--- src/rtl/coef_bank_ctrl.sv ---
// rtl/coef_bank_ctrl.sv - coefficient tap sweeper with shadow/active double-buffered bank
// Optional feature macro: COEF_BANK_READBACK_EN (registered shadow-bank read port).
module coef_bank_ctrl #(
  parameter int COEFW = 18,
  parameter int TM    = 2,
  parameter int CW    = 1
) (
  input  logic             clk,
  input  logic             aresetn,
  input  logic             sample_valid,
  output logic             sweep_active,
  output logic [CW-1:0]    counter_out,
  output logic             phase_last,
  input  logic             wr_valid,
  output logic             wr_ready,
  input  logic [CW-1:0]    wr_addr,
  input  logic [COEFW-1:0] wr_data,
  input  logic             commit,
  output logic             commit_done,
  output logic [COEFW-1:0] coef_pack [TM],
  output logic [1:0]       err,
  input  logic             err_clr
`ifdef COEF_BANK_READBACK_EN
  ,
  input  logic [CW-1:0]    rd_addr,
  output logic [COEFW-1:0] rd_data
`endif
);

  localparam logic [CW-1:0] LAST = CW'(TM - 1);

  typedef enum logic {
    IDLE  = 1'b0,
    SWEEP = 1'b1
  } state_t;

  state_t           state;
  state_t           state_d;
  logic [CW-1:0]    cnt_d;
  logic             sweep_d;
  logic             last_d;

  logic             pending;
  logic             pending_d;
  logic             copy_now;
  logic             wr_fire;
  logic             addr_ok;
  logic             ovr_evt;
  logic             bad_evt;
  logic [COEFW-1:0] shadow [TM];

  always_ff @(posedge clk or negedge aresetn) begin
    if (!aresetn) begin
      state        <= IDLE;
      counter_out  <= '0;
      sweep_active <= 1'b0;
      phase_last   <= 1'b0;
    end else begin
      state        <= state_d;
      counter_out  <= cnt_d;
      sweep_active <= sweep_d;
      phase_last   <= last_d;
    end
  end

  // A new request is only honoured from IDLE or on the final tap.
  always_comb begin
    state_d = state;
    case (state)
      IDLE:    if (sample_valid) state_d = SWEEP;
      SWEEP:   if (phase_last && !sample_valid) state_d = IDLE;
      default: state_d = IDLE;
    endcase
  end

  always_comb begin
    cnt_d   = '0;
    sweep_d = 1'b0;
    last_d  = 1'b0;
    if (state_d == SWEEP) begin
      sweep_d = 1'b1;
      if (state == SWEEP && !phase_last) cnt_d = counter_out + 1'b1;
      last_d = (cnt_d == LAST);
    end
  end

  assign ovr_evt   = (state == SWEEP) && !phase_last && sample_valid;
  assign wr_fire   = wr_valid && wr_ready;
  assign addr_ok   = int'(wr_addr) < TM;
  assign bad_evt   = wr_fire && !addr_ok;
  // Bank swap waits for a sweep boundary so a sweep never mixes old and new taps.
  assign copy_now  = pending && ((state == IDLE) || phase_last);
  assign pending_d = pending ? !copy_now : commit;

  always_ff @(posedge clk or negedge aresetn) begin
    if (!aresetn) begin
      pending     <= 1'b0;
      wr_ready    <= 1'b0;
      commit_done <= 1'b0;
      err         <= 2'b00;
      for (int i = 0; i < TM; i++) begin
        shadow[i]    <= '0;
        coef_pack[i] <= '0;
      end
    end else begin
      pending     <= pending_d;
      wr_ready    <= !pending_d;
      commit_done <= copy_now;
      if (err_clr) err <= 2'b00;
      else         err <= err | {bad_evt, ovr_evt};
      for (int i = 0; i < TM; i++) begin
        if (wr_fire && addr_ok && int'(wr_addr) == i) shadow[i] <= wr_data;
        if (copy_now) coef_pack[i] <= shadow[i];
      end
    end
  end

`ifdef COEF_BANK_READBACK_EN
  logic [COEFW-1:0] rd_mux;

  always_comb begin
    rd_mux = '0;
    for (int i = 0; i < TM; i++) begin
      if (int'(rd_addr) == i) rd_mux = shadow[i];
    end
  end

  always_ff @(posedge clk or negedge aresetn) begin
    if (!aresetn) rd_data <= '0;
    else          rd_data <= rd_mux;
  end
`endif

endmodule
--- config.mk ---
export PLATFORM = sky130hd
export DESIGN_NAME = coef_bank_ctrl
export DESIGN_NICKNAME = d
export VERILOG_FILES = /design/src/rtl/coef_bank_ctrl.sv
export SDC_FILE = /design/constraint.sdc
export NUM_CORES = 1
export LEC_CHECK = 0
export ABC_CLOCK_PERIOD_IN_PS = 1640
export CELL_PAD_IN_SITES_DETAIL_PLACEMENT = 1
export CELL_PAD_IN_SITES_GLOBAL_PLACEMENT = 1
export CORE_MARGIN = 10
export CORE_UTILIZATION = 42
export DETAILED_ROUTE_END_ITERATION = 12
export PLACE_DENSITY_LB_ADDON = 0.1
export SYNTH_ARGS = -nofsm -noshare
export SYNTH_HDL_FRONTEND = slang
export SYNTH_SLANG_ARGS = --single-unit
--- constraint.sdc ---
create_clock -name clk -period 1.64 [get_ports clk]
set_input_delay 0.246 -clock clk [delete_from_list [all_inputs] [get_ports clk]]
set_output_delay 0.246 -clock clk [all_outputs]
set_load 0.01 [all_outputs]
### After elaboration in Yosys (flattened, before gate mapping)

Cells that the tools add are included.

| operators by class | value |
|---|---|
| add/subtract/negate cells | 1 |
| multiplexer cells | 8 |
| bitwise operators | 3 |
| reductions and logical operators | 12 |

Operator list:

| cell | number |
|---|---|
| $logic_and 1x1->1 | 7 |
| $mux 1 | 6 |
| $logic_not 1->1 | 4 |
| $mux 2 | 1 |
| $not 1->1 | 2 |
| $or 2x1->2 | 1 |
| $pmux 1 s2 | 1 |
| $add 1x1->1 const B | 1 |
| $logic_or 1x1->1 | 1 |

| word-level totals | value |
|---|---|
| bits in registers | 80 |
| input port bits | 25 |

### Depth between registers and ports, before layout

| logic depth | value |
|---|---|
| depth after elaboration | 6 |
| gate-level depth with buffers | 5 |

### Least setup slack after synthesis

Ideal clock, no wire load.

| timing path | value |
|---|---|
| kind | register to register |
| start | register phase_last |
| end | register coef_pack[10] in the netlist's numbering |
| setup time | 125 ps |
| arrival time | 1,285 ps |
| required time | 1,515 ps |
| slack | 230 ps |
| cell stages (with the launch flop) | 6 |
| buffers on the path | 2 |
| clock period less this slack | 1,410 ps |
| path through | dfrtp_1 nor2b_4 nand2b_4 buf_6 buf_12 mux2_4 |

| on the way | value |
|---|---|
| word-level cells in the longest chain between the ends | 2 |

RTL lines:

| what | line | source |
|---|---|---|
| start: declaration | 13 | `output logic phase_last,` |
| start signal: assignment | 62 | `phase_last <= last_d;` |
| $logic_or 1x1->1 | 92 | `assign copy_now = pending && ((state == IDLE) \|\| phase_last);` |
| $logic_and 1x1->1 | 92 |  |
| end signal: indexed assignment | 113 | `if (copy_now) coef_pack[i] <= shadow[i];` |
| end: declaration | 20 | `output logic [COEFW-1:0] coef_pack [TM],` |

Every way passes these cells.
A chain may end at the register's enable or synchronous reset.

### Final worst setup path

| timing path | value |
|---|---|
| start | register wr_ready |
| end | output port wr_ready |

RTL lines:

| what | line | source |
|---|---|---|
| start: declaration | 15 | `output logic wr_ready,` |
| start signal: assignment | 107 | `wr_ready <= !pending_d;` |

No word-level cell between the ends.

==> results.sh <==
export IMPL_status="finished, final reports clean"
export IMPL_final_cell_mix="dfrtp_1 (77), clkdlybuf4s50_1 (64), mux2_2 (44), mux2_4 (29), clkbuf_8 (9)"
export IMPL_cts_htree_levels=3
export IMPL_fin_area_um2=4060
export IMPL_post_route_drc_count=0
export IMPL_clk_pin_slew_ns=0.08
export IMPL_die_area_um2=11200
export IMPL_crit_chain="clkdlybuf4s50_1"
export IMPL_synth_cells=169
export IMPL_endpoint_kind="primary output"
export IMPL_wl_per_cell_um=17.9
export IMPL_hpwlAfterDp_um=4630
export IMPL_synth_seq_cells=78
export IMPL_worstReg2RegEnd="coef_pack[27]"
export IMPL_cellLeakagePower_nw=1.83
export IMPL_io_pins=68
export IMPL_grt_usage_pct=11.9
export IMPL_final_core_util_pct=56.6
export IMPL_antenna_found_initial=0
export IMPL_finalSetupViolations=0
export IMPL_place_area_um2=3850
export IMPL_worstSetupPathDepth=1
export IMPL_final_common_cell="dfrtp_1"
export IMPL_netSwitchingFraction_pct=29.2
export IMPL_cts_tree="yes"
export IMPL_grt_overflow_total=0
export IMPL_grt_max_degree=45
export IMPL_core_area_um2=7180
export IMPL_critical_path_max_stage_delay_ns=0.57
export IMPL_area_growth_pct=31.7
export IMPL_crit_family="buffers and inverters"
export IMPL_ctsLongestPathBuffers=2
export IMPL_place_gp_congestion=0.741
export IMPL_ys_top_cells_by_area="dfrtp_1 (63%), mux2_2 (16%), mux2_4 (14%), buf_12 (1.9%), buf_6 (1.1%)"
export IMPL_vias_per_cell=4.70
export IMPL_clock_skew_ns=0.00746
export IMPL_numCtsBuffers=9
export IMPL_die_h_um=106
export IMPL_die_x_um=106
export IMPL_root_buffer="clkbuf_8"
export IMPL_synth_avg_cell_area_um2=18.2
export IMPL_fin_cells=349
export IMPL_grt_pass1_wl_um=10600
export IMPL_num_vias=1641
export IMPL_power_density_nw_per_um2=2100
export IMPL_clock_power_share_pct=16.5
export IMPL_synth_seq_area_share_pct=63.3
export IMPL_syn_nets=194
export IMPL_first_pass_iters=3
export IMPL_p_seq_share_pct=41.1
export IMPL_start_kind="register"
export IMPL_place_inst=332
export IMPL_rr_startpoint="phase_last"
export IMPL_synthesis_area_um2=3080
export IMPL_cts_sinks=78
export IMPL_reg2reg_depth=4
export IMPL_fin_crit_ns=1.57
export IMPL_r2r_slack_ns=0.14
export IMPL_worstHoldPathType="in -> async"
export IMPL_ant_nets=0
export IMPL_drv_slew=0
export IMPL_insertion_delay_ns=0.34
export IMPL_fillers=676
export IMPL_finalSetupTns_ns=0
export IMPL_vdd_drop_max_uv=840
export IMPL_p_switching_mw=2.49
export IMPL_antenna_cells=0
export IMPL_maxCapViolCount=0
export IMPL_comb_power_share_pct=42.4
export IMPL_period_share_pct=96.0
export IMPL_first_iter_violations=38
export IMPL_grt_pass1_vias=2002
export IMPL_initial_core_util_pct=43.0
export IMPL_ys_types=15
export IMPL_nets=270
export IMPL_crit_slowest_cell="clkdlybuf4s50_1"
export IMPL_critPathKind="reg -> out"
export IMPL_synth_top_area_share_pct=63.3
export IMPL_cp_arrival_ns=1.33
export IMPL_timing_fmax_mhz=635
export IMPL_drive_above_1_share_pct=40.8
export IMPL_cp_num_buf_inv=1
export IMPL_p_int_mw=6.05
export IMPL_routed_wl_um=6250
export IMPL_ys_warn_count=0
export IMPL_hold_violations=0
export IMPL_std_cell_rows=31
export IMPL_worstPathRequired_ns=1.39
export IMPL_rsz0062_at_grt="no"
export IMPL_synth_area_leader_cell="dfrtp_1"
export IMPL_portBuffers=66
export IMPL_critPathMaxFanout=3
metal layers:
| layer | wire length [µm] | part of all wire (%) | vias to the layer above | track usage (%) |
|---|---|---|---|---|
| met5 | 0 | 0 | - | 0 |
| met1 | 2570 | 41 | 850 | 13.6 |
| met2 | 3190 | 51 | 48 | 19.6 |
| met3 | 402 | 6.4 | 9 | 4.20 |
| met4 | 93 | 1.5 | 0 | 5.32 |
| li1 | - | - | 734 | - |
metrics by stage:
stage | hold WS [ns] | power, mW | worst slack, ns
detailed placement | 0.0993 | 7.25 | 0.00987
CTS | 0.276 | 8.71 | 0.0368
floorplan | -0.0496 | 5.70 | 0.230
finish | 0.293 | 8.54 | 0.0662
global placement | 0.0919 | 7.05 | 0.0399
global route | 0.308 | 9.11 | 0.00423
cells by family after synthesis:
family	share of synthesized area (%)
AOI/OAI and AO/OA	0.162
buffers and inverters	3.77
DFF	63.3
muxes	30.2
other	0.122
and+or+nand+nor	2.44
registers in the layout, summed over array words and instances (netlist names):
register and cells:
phase_last 1, pending 1, state 1, shadow 36, wr_ready 1, commit_done 1, err 1, coef_pack 36
synth_stat cells:
library cell,count
dfrtp_1,78
mux2_2,44
mux2_4,29
buf_12,3
buf_6,3
buf_4,2
inv_1,2
a21oi_1,1
conb_1,1
nand2b_4,1
nand3_4,1
nand3b_4,1
nor2_1,1
nor2b_4,1
or2_2,1
cell type report:
cell class              instances  area, µm²  area share (%)
repair buffers                 73        766            18.9
clock buffers                   9        124            3.05
inverters                       2       7.51           0.185
clock inverters                 7       72.6            1.79
well taps                      99        124            3.05
multi-input cells              81       1010            25.0
flip-flops and latches         78       1950            48.1
worst max-delay path by stage:
stage | end | slack (ns) | from
floorplan | coef_pack[10] | 0.23 | phase_last
global placement | shadow[27] | 0.04 | wr_addr
detailed placement | shadow[22] | 0.01 | wr_addr
CTS | phase_last | 0.04 | phase_last
global route | counter_out | 0.004 | phase_last
finish | wr_ready | 0.07 | wr_ready
power by group through the flow:
stage / Sequential, mW / Clock (mW) / Combinational (mW)
after floorplan: 3.62 / 0 / 2.07
after global placement: 3.46 / 0 / 3.59
after detailed placement: 3.55 / 0 / 3.70
after CTS: 3.53 / 1.46 / 3.72
after global routing: 3.65 / 1.56 / 3.90
final: 3.51 / 1.41 / 3.62
repair_timing:
item | in CTS | in global routing
setup endpoints to repair | 1 | 2
hold endpoints to repair | 14 | 0
resized for setup | 1 | 1
buffers inserted | 0 | 0
cloned | 0 | 0
hold buffers | 1 | 0
(Power assumes the default switching activity.)
